### src/rtl/b02_sched_if.sv
// b02_sched_if: requester, grant, serial-line and result signals
// shared between the scheduler and its environment.
interface b02_sched_if #(
  parameter int NREQ  = 4,
  parameter int WIDTH = 8,
  parameter int CNTW  = 4,
  parameter int IDW   = 3
);
  logic [NREQ-1:0]       req;
  logic [NREQ*WIDTH-1:0] data;
  logic [NREQ-1:0]       gnt;
  logic                  LINEA;
  logic                  U;
  logic                  done;
  logic [IDW-1:0]        done_id;
  logic [CNTW-1:0]       result;
  logic                  busy;

  modport master (
    output req, data, U,
    input  gnt, LINEA, done, done_id, result, busy
  );

  modport slave (
    input  req, data, U,
    output gnt, LINEA, done, done_id, result, busy
  );
endinterface

### src/rtl/b02_sched.sv
// b02_sched: arbitrates requesters onto one b02 serial detector.
// Define B02_SCHED_RR_EN for round-robin, else fixed priority.
module b02_sched #(
  parameter int NREQ  = 4,
  parameter int WIDTH = 8,
  parameter int FLUSH = 2,
  parameter int CNTW  = 4,
  parameter int IDW   = 3
) (
  input  logic       clk,
  input  logic       reset,
  b02_sched_if.slave bus
);

  localparam int MAXC = (WIDTH > FLUSH) ? WIDTH : FLUSH;
  localparam int BCW  = $clog2(MAXC) + 1;
  localparam logic [CNTW-1:0] CMAX = '1;

  typedef enum logic [1:0] {
    S_IDLE,
    S_SHIFT,
    S_FLUSH,
    S_DONE
  } state_t;

  state_t           state_q, state_d;
  logic [WIDTH-1:0] sh_q, sh_d;
  logic [BCW-1:0]   bit_q, bit_d;
  logic [CNTW-1:0]  cnt_q, cnt_d, cnt_inc;
  logic [IDW-1:0]   id_q, id_d;
  logic             linea_q, linea_d;
  logic [IDW-1:0]   did_q, did_d;
  logic [CNTW-1:0]  res_q, res_d;
  logic [IDW-1:0]   win;
  logic             any;
  logic [WIDTH-1:0] word;

`ifdef B02_SCHED_RR_EN
  logic [IDW-1:0] ptr_q;

  // Descending scan so the smallest offset from ptr wins.
  always_comb begin
    int idx;
    win = '0;
    any = |bus.req;
    for (int i = NREQ - 1; i >= 0; i--) begin
      idx = (int'(ptr_q) + i) % NREQ;
      if (bus.req[idx]) win = IDW'(idx);
    end
  end

  always_ff @(posedge clk or posedge reset) begin
    if (reset) begin
      ptr_q <= '0;
    end else if (state_q == S_IDLE && any) begin
      ptr_q <= (win == IDW'(NREQ - 1)) ? '0 : win + 1'b1;
    end
  end
`else
  always_comb begin
    win = '0;
    any = |bus.req;
    for (int i = NREQ - 1; i >= 0; i--) begin
      if (bus.req[i]) win = IDW'(i);
    end
  end
`endif

  always_comb begin
    state_d = state_q;
    sh_d    = sh_q;
    bit_d   = bit_q;
    cnt_d   = cnt_q;
    id_d    = id_q;
    linea_d = 1'b0;
    did_d   = did_q;
    res_d   = res_q;
    word    = '0;
    cnt_inc = (cnt_q == CMAX) ? cnt_q
                              : cnt_q + CNTW'(bus.U);
    unique case (state_q)
      S_IDLE: begin
        if (any) begin
          word    = bus.data[int'(win)*WIDTH +: WIDTH];
          linea_d = word[WIDTH-1];
          sh_d    = word << 1;
          id_d    = win;
          cnt_d   = '0;
          bit_d   = '0;
          state_d = S_SHIFT;
        end
      end
      S_SHIFT: begin
        cnt_d = cnt_inc;
        if (bit_q == BCW'(WIDTH - 1)) begin
          bit_d   = '0;
          state_d = S_FLUSH;
        end else begin
          bit_d   = bit_q + 1'b1;
          linea_d = sh_q[WIDTH-1];
          sh_d    = sh_q << 1;
        end
      end
      S_FLUSH: begin
        cnt_d = cnt_inc;
        if (bit_q == BCW'(FLUSH - 1)) begin
          state_d = S_DONE;
          res_d   = cnt_inc;
          did_d   = id_q;
        end else begin
          bit_d = bit_q + 1'b1;
        end
      end
      S_DONE: state_d = S_IDLE;
      default: state_d = S_IDLE;
    endcase
  end

  always_ff @(posedge clk or posedge reset) begin
    if (reset) begin
      state_q <= S_IDLE;
      sh_q    <= '0;
      bit_q   <= '0;
      cnt_q   <= '0;
      id_q    <= '0;
      linea_q <= 1'b0;
      did_q   <= '0;
      res_q   <= '0;
    end else begin
      state_q <= state_d;
      sh_q    <= sh_d;
      bit_q   <= bit_d;
      cnt_q   <= cnt_d;
      id_q    <= id_d;
      linea_q <= linea_d;
      did_q   <= did_d;
      res_q   <= res_d;
    end
  end

  // Grant is gated by reset so it drops the moment reset rises.
  always_comb begin
    bus.gnt = '0;
    if (state_q == S_IDLE && !reset && any) begin
      bus.gnt = NREQ'(1) << win;
    end
  end

  assign bus.LINEA   = linea_q;
  assign bus.done    = (state_q == S_DONE);
  assign bus.done_id = did_q;
  assign bus.result  = res_q;
  assign bus.busy    = (state_q != S_IDLE);

endmodule
### src/flat_wrapper.sv
// flat-port wrapper written by rule: the top's interface ports become plain ports
module b02_sched_flat 
#(
  parameter int NREQ  = 4,
  parameter int WIDTH = 8,
  parameter int FLUSH = 2,
  parameter int CNTW  = 4,
  parameter int IDW   = 3
)
  (clk, reset, bus_req, bus_data, bus_U, bus_gnt, bus_LINEA, bus_done, bus_done_id, bus_result, bus_busy);
  b02_sched_if #(.NREQ(NREQ), .WIDTH(WIDTH), .CNTW(CNTW), .IDW(IDW)) bus_i ();
  input  logic clk;
  input  logic reset;
  input wire logic [$bits(bus_i.req)-1:0] bus_req;
  input wire logic [$bits(bus_i.data)-1:0] bus_data;
  input wire logic [$bits(bus_i.U)-1:0] bus_U;
  output wire logic [$bits(bus_i.gnt)-1:0] bus_gnt;
  output wire logic [$bits(bus_i.LINEA)-1:0] bus_LINEA;
  output wire logic [$bits(bus_i.done)-1:0] bus_done;
  output wire logic [$bits(bus_i.done_id)-1:0] bus_done_id;
  output wire logic [$bits(bus_i.result)-1:0] bus_result;
  output wire logic [$bits(bus_i.busy)-1:0] bus_busy;
  assign bus_i.req = bus_req;
  assign bus_i.data = bus_data;
  assign bus_i.U = bus_U;
  assign bus_gnt = bus_i.gnt;
  assign bus_LINEA = bus_i.LINEA;
  assign bus_done = bus_i.done;
  assign bus_done_id = bus_i.done_id;
  assign bus_result = bus_i.result;
  assign bus_busy = bus_i.busy;
  b02_sched #(.NREQ(NREQ), .WIDTH(WIDTH), .FLUSH(FLUSH), .CNTW(CNTW), .IDW(IDW)) u_core (.clk(clk), .reset(reset), .bus(bus_i));
endmodule
### config.mk
export PLATFORM = sky130hd
export DESIGN_NAME = b02_sched_flat
export DESIGN_NICKNAME = d
export VERILOG_FILES = /design/src/rtl/b02_sched_if.sv /design/src/rtl/b02_sched.sv /design/src/flat_wrapper.sv
export SDC_FILE = /design/constraint.sdc
export NUM_CORES = 1
export LEC_CHECK = 0
export CAP_MARGIN = 20
export CELL_PAD_IN_SITES_DETAIL_PLACEMENT = 1
export CELL_PAD_IN_SITES_GLOBAL_PLACEMENT = 2
export CORE_ASPECT_RATIO = 0.6
export CORE_MARGIN = 5
export CORE_UTILIZATION = 30
export CTS_CLUSTER_DIAMETER = 50
export DETAILED_ROUTE_END_ITERATION = 6
export PLACE_DENSITY = 0.82
export RECOVER_POWER = 25
export SETUP_SLACK_MARGIN = 0.3
export SYNTH_ARGS = -nofsm -noshare
export SYNTH_HDL_FRONTEND = slang
export SYNTH_SLANG_ARGS = --single-unit
### constraint.sdc
create_clock -name clk -period 3.85 [get_ports clk]
set_clock_uncertainty 0.15 [all_clocks]
set_input_delay 0.77 -clock clk [delete_from_list [all_inputs] [get_ports clk]]
set_output_delay 0.77 -clock clk [all_outputs]
set_load 0.01 [all_outputs]
==> results of run 1 <==
[placed cells by master (no fill, tap or decap), drive strengths merged, types with 4 or more instances in the layout]
master,count
a2111oi,6
a21oi,20
a22o,8
buf,8
clkbuf,4
clkdlybuf4s50,47
dfrtp,26
ha,8
inv,10
nand2,15
nand3b,9
nor2,22
o21ai,12
o31ai,7
or3b,7
[worst reg2reg max path, cell delays in order, from the launching register on]
cell     delay (ns)
dfrtp_1        0.40
inv_1          0.08
ha_1           0.35
or3b_1         0.42
a21oi_1        0.19
o21ai_1        0.13
mux2_1         0.34
[through the flow]
stage	cell area (µm²)	power [W]
after floorplan	1820	0.000941
after global routing	2480	0.00158
final	2480	0.00144
after detailed placement	2400	0.00122
after CTS	2470	0.00146
after global placement	2400	0.00120
[area by class of cell]
| cell class | count | area (µm²) | share of cell area, % |
|---|---|---|---|
| Multi-Input combinational cell | 151 | 1030 | 41.6 |
| Sequential cell | 26 | 651 | 26.2 |
| Timing Repair Buffer | 60 | 582 | 23.5 |
| Tap cell | 84 | 105 | 4.24 |
| Clock buffer | 3 | 41.3 | 1.67 |
| Inverter | 10 | 37.5 | 1.51 |
| Clock inverter | 1 | 30.0 | 1.21 |
[layer usage]
metal	GRT usage (%)	vias to the layer above	share of wire (%)	wire length [µm]
met5	0	-	0	0
met4	1.91	0	0.31	17
met3	3.64	2	3.7	204
met2	22.3	37	43	2380
met1	21.6	811	53	2920
li1	-	836	-	-
[power by group through the flow]
stage / logic, W / clock network, W / registers, W
5_1_grt: 0.000844 / 0.000255 / 0.000481
6_report: 0.000747 / 0.000227 / 0.000462
3_5_place_dp: 0.000752 / 0 / 0.000468
4_1_cts: 0.000761 / 0.000237 / 0.000465
2_1_floorplan: 0.000476 / 0 / 0.000465
3_3_place_gp: 0.000730 / 0 / 0.000466
[worst paths after layout]
| check | end | slack (ns) | cells past startpoint |
|---|---|---|---|
| max | bus_gnt[3] | 0.46 | 6 |
| min | u_core.id_q[1]$_DFFE_PP0P_ | 0.34 | 1 |
| max reg2reg | u_core.state_q[1]$_DFFE_PP0P_ | 1.68 | 6 |
| min reg2reg | u_core.id_q[1]$_DFFE_PP0P_ | 0.34 | 1 |
| max in group asynchronous | u_core.bit_q[0]$_DFFE_PP0P_ | 1.44 | 3 |
| min in group asynchronous | u_core.id_q[0]$_DFFE_PP0P_ | 0.78 | 2 |
[flip-flops by register name, summed over array words and instances (netlist names)]
signal,flops
u_core.bit_q,4
u_core.sh_q,7
u_core.id_q,2
u_core.bus.result,4
u_core.bus.LINEA,1
u_core.cnt_q,4
u_core.state_q,2
u_core.bus.done_id,2
[kinds of logic after synthesis]
logic type | after synthesis | synth area share (%)
compound gates | 64 | 23.8
fa+ha+maj | 8 | 5.51
simple gates | 73 | 24.4
buf+inv | 23 | 7.37
flops | 26 | 35.8
mux | 5 | 2.96
other cells | 1 | 0.206
==> flow_metrics.py, run 1 <==
metrics = {
    "hold_path": {
        "hold_start": "u_core.id_q[1]$_DFFE_PP0P_",
        "hp-class": "reg2reg",
    },
    "cts": {
        "postCtsSetupBuffers": 0,
        "cts_root_buf": "clkbuf_8",
        "cts_sinks": 26,
        "clkTransAtPathRegs_ns": 0.09,
        "cts_hold_buf": 0,
        "htree_levels": 1,
        "cts_buffer_depth": 2,
        "cts.repair.resized": 0,
        "cts_buffers": 3,
        "clkLatencyLatePin_ns": 0.27,
        "cts_tree": "yes",
    },
    "power": {
        "ir_drop_uv": 291,
        "p_clk_share_pct": 15.8,
        "p_comb_share_pct": 52.0,
        "p_sw_w": 0.000567,
        "pwr_density_cell_nw_per_um2": 580,
        "pwr-share-seq_pct": 32.2,
        "swShare_pct": 39.5,
        "cellLeakagePower_nw": 1.04,
        "p_int_w": 0.000869,
    },
    "setup_path": {
        "crit_family": "buffers and inverters",
        "timing.rr.start": "u_core.state_q[1]$_DFFE_PP0P_",
        "critPathKind": "in2out",
        "setup.worst_path.start_class": "primary input",
        "critPathMaxStageDelay_ns": 0.48,
        "crit_top_cell": "clkdlybuf4s50_1",
        "cp.required_ns": 2.93,
        "cp.arrival_ns": 2.47,
        "worst_path_max_delay_cell": "clkdlybuf4s50_1",
        "crit_buf_inv": 3,
        "cp_max_fo": 8,
        "cp_cell_sequence": "clkdlybuf4s50_1 -> buf_4 -> nor4_4 -> nand2b_1 -> nor2_1 -> clkdlybuf4s50_1",
        "startpoint": "bus_req[0]",
        "end_kind": "output pin",
    },
    "synthesis": {
        "ys_async_sr_fraction_pct": 100,
        "avgSynthCellArea_um2": 9.08,
        "yosys_most_used_dff": "dfrtp_1",
        "syn_nets": 247,
        "yosysTopAreaCellShare_pct": 35.8,
        "netlist_area_um2": 1820,
        "synth_top_area_cell": "dfrtp_1",
        "ys_warn_count": 0,
        "synth-seq-cells": 26,
        "synth_most_common_cell": "dfrtp_1",
        "synth-edff-count": 0,
        "synth_seq_area_share_pct": 35.8,
        "yosys-top-cells-count": "dfrtp_1, nor2_1, a21oi_1",
        "netlist_instances": 200,
        "synth.top_cells.by_area": "dfrtp_1, a21oi_1, ha_1",
        "synth.distinct_cells": 44,
    },
    "route": {
        "drc": 0,
        "vias_per_cell": 5.03,
        "routed_wl_um": 5510,
        "route.detailed.wl_per_inst_um": 16.5,
        "vias": 1686,
        "dr.pass1.iters": 4,
        "drt_first_iter_violations": 74,
        "ant_nets": 0,
    },
    "layout": {
        "num_antenna_cells": 0,
        "layout-drive-gt1-share_pct": 8.76,
        "stdcell_count": 335,
        "fillers": 717,
        "area_growth_pct": 36.4,
        "final_nets": 299,
        "final_util_pct": 41.3,
    },
    "timing": {
        "worst_slew_pin_slew_ns": 1.07,
        "fin_hold_ws_ns": 0.344,
        "setup_viol": 0,
        "drv_slew": 0,
        "rsz0062_at_grt": "no",
        "slew_headroom_pct": 28.6,
        "fin_tns_setup_ns": 0,
        "max_freq_mhz": 295,
        "finalCritPeriodShare_pct": 88.1,
        "setup_slack_ns": 0.457,
        "finalHoldViolCount": 0,
        "fin_crit_ns": 3.39,
    },
    "floorplanning": {
        "initial_core_util_pct": 30.3,
        "die_area_um2": 7760,
        "rows": 22,
        "top_level_ports": 53,
        "fp.dieH_um": 70.3,
        "die_w_um": 110,
        "core_area_um2": 6000,
    },
    "placed_design": {
        "gp_congestion": 0.783,
        "pre_cts_ws_ns": 0.374,
        "dp_hpwl_um": 4300,
        "io_buffers": 51,
        "dp_cells": 331,
    },
    "grt": {
        "antenna_found_initial": 0,
        "grt_pass1_wl_um": 9430,
        "grt_max_degree": 20,
        "track_usage_pct": 14.7,
        "grt_pass1_vias": 1790,
        "grt.overflow.total": 0,
    },
    "run": {
        "drv_cap": 0,
    },
    "status": {
        "status": "finished clean",
    },
}
No activity file was read; power rests on OpenSTA's default activity.
==> inputs of run 2 (changes only) <==
- CORE_UTILIZATION: 30 -> 31
- CTS_BUF_LIST: not set -> sky130_fd_sc_hd__clkbuf_8
- PLACE_DENSITY: 0.82 -> 0.84
==> run 2 against run 1 <==
  * Via count down 1.5%
  * Critical path depth decreased by 1
  * Sequential share of layout area rose by 0.16 points
  * Hold slack got worse by 0.0039 ns
  * Total power fell by 4.2%
  * Non-clock buffer count grew 2
  * Register-to-register slack improved by 0.02 ns
  * Sequential power increased by 1%
  * Critical path type unchanged
  * Largest cell class unchanged
==> flow_metrics.py, run 2 (same netlist as run 1, synthesis figures left out) <==
metrics = {
    "floorplanning": {
        "fp.dieH_um": 69.3,
        "die_area_um2": 7540,
        "top_level_ports": 53,
        "rows": 21,
        "initial_core_util_pct": 32.3,
        "core_area_um2": 5620,
        "die_w_um": 109,
    },
    "layout": {
        "layout_commonest_cell": "clkdlybuf4s50_1",
        "area_growth_pct": 35.6,
        "multi_input_area_um2": 1030,
        "stdcell_area_um2": 2460,
        "layout_common_cells": "clkdlybuf4s50_1, dfrtp_1, nor2_1, a21oi_1, nand2_1",
        "largest-register": "u_core.sh_q",
        "final_nets": 301,
        "ff_latch_area_um2": 651,
        "fillers": 675,
        "largest_reg_flops": 7,
        "num_antenna_cells": 0,
        "layout-drive-gt1-share_pct": 9.09,
    },
    "route": {
        "drt_first_iter_violations": 82,
        "routed_wl_um": 5300,
        "vias": 1661,
        "top_layer": "met3",
        "vias_per_cell": 4.99,
        "ant_nets": 0,
        "dr.pass1.iters": 4,
        "met2WireLength_um": 2150,
        "drt-met1-wl_um": 2880,
        "drc": 0,
        "met3_length_um": 268,
        "route.detailed.wl_per_inst_um": 15.9,
    },
    "setup_path": {
        "crit_top_cell": "clkdlybuf4s50_1",
        "r2r-end": "u_core.state_q[1]$_DFFE_PP0P_",
        "cp.arrival_ns": 2.50,
        "critPathMaxStageDelay_ns": 0.71,
        "setup.worst_path.start_class": "primary input",
        "cp_max_fo": 8,
        "crit_family": "buffers and inverters",
        "cp.required_ns": 2.93,
        "end_kind": "output pin",
        "reg2reg_slack_ns": 1.70,
        "cp_cell_sequence": "clkdlybuf4s50_1 -> nor4b_4 -> nand2_1 -> nor2_1 -> clkdlybuf4s50_1",
        "timing.rr.start": "u_core.state_q[1]$_DFFE_PP0P_",
        "critPathKind": "in2out",
        "startpoint": "bus_req[3]",
        "r2r_cells": 6,
        "worst_path_max_delay_cell": "clkdlybuf4s50_1",
        "crit_buf_inv": 2,
    },
    "timing": {
        "fin_tns_setup_ns": 0,
        "slew_headroom_pct": 48.3,
        "rsz0062_at_grt": "no",
        "worst_slew_pin_slew_ns": 0.775,
        "fin_crit_ns": 3.42,
        "setup_viol": 0,
        "drv_slew": 0,
        "finalCritPeriodShare_pct": 88.7,
        "max_freq_mhz": 293,
        "fin_hold_ws_ns": 0.340,
        "finalHoldViolCount": 0,
        "setup_slack_ns": 0.434,
    },
    "hold_path": {
        "whs_endpoint": "u_core.sh_q[3]$_DFFE_PP0P_",
        "hp-class": "reg2reg",
        "hold_start": "u_core.sh_q[3]$_DFFE_PP0P_",
        "worstHoldPathCells": 2,
    },
    "run": {
        "drv_cap": 0,
    },
    "power": {
        "pwr_density_cell_nw_per_um2": 558,
        "design_power_total_w": 0.00138,
        "cellLeakagePower_nw": 1.02,
        "ir_drop_uv": 283,
    },
    "cts": {
        "cts_root_buf": "clkbuf_8",
        "htree_levels": 1,
        "cts_hold_buf": 0,
        "cts_sinks": 26,
        "cts_buffers": 3,
        "cts_buffer_depth": 2,
        "clkTransAtPathRegs_ns": 0.09,
        "cts_tree": "yes",
        "clkLatencyLatePin_ns": 0.27,
    },
    "placed_design": {
        "gp_congestion": 0.775,
        "postPlaceCellArea_um2": 2410,
        "io_buffers": 51,
        "dp_hpwl_um": 4210,
        "pre_cts_ws_ns": 0.386,
    },
    "grt": {
        "track_usage_pct": 14.7,
        "grt_pass1_vias": 1810,
        "grt_pass1_wl_um": 9080,
        "grt.overflow.total": 0,
        "antenna_found_initial": 0,
        "grt_max_degree": 15,
    },
    "status": {
        "status": "finished clean",
    },
}
run 2: final cells by class:
type,instances,area share (%)
clock buffer,4,2.23
inverter,10,1.52
multi-input combinational,151,41.9
sequential,26,26.4
tap,80,4.06
timing repair buffer,62,23.9
run 2: report_power, final:
part | switching, W | leakage [nW] | internal [W] | total [W]
registers | 0.0000781 | 0.327 | 0.000389 | 0.000467
logic | 0.000388 | 0.666 | 0.000341 | 0.000729
clock network | 0.0000882 | 0.0288 | 0.0000915 | 0.000180
total | 0.000554 | 1.02 | 0.000822 | 0.00138
run 2: worst min-delay path, delay by kind of cell (launching register included):
kind / cells / cell delay, ns
AO/OA/AOI/OAI: 1 / 0.05
flip-flops: 1 / 0.36
AND/OR/NAND/NOR: 1 / 0.05
run 2: worst max-delay path by stage:
stage	to	slack [ns]	cells past startpoint
after detailed placement	bus_gnt[3]	0.39	5
final	bus_gnt[3]	0.43	5
after floorplan	bus_gnt[2]	1.22	2
after global routing	bus_gnt[2]	0.37	5
after global placement	bus_gnt[3]	0.42	5
after CTS	bus_gnt[3]	0.38	5
run 2: through the flow:
stage / std cells / util [%]
after floorplan: 200 / -
after global placement: 329 / 42.9
after detailed placement: 329 / 42.9
after CTS: 333 / 43.9
after global routing: 333 / 43.8
final: 333 / 43.8
run 2: layer usage:
metal | global-route usage, % | up-vias
li1 | - | 833
met1 | 22.7 | 797
met2 | 20.9 | 31
met3 | 4.37 | 0
met4 | 0.420 | 0
met5 | 0 | -
run 2: repair_timing:
action	in CTS	in global routing
gates resized for setup	0	1
endpoints found under the setup margin	0	1
buffers inserted	0	0
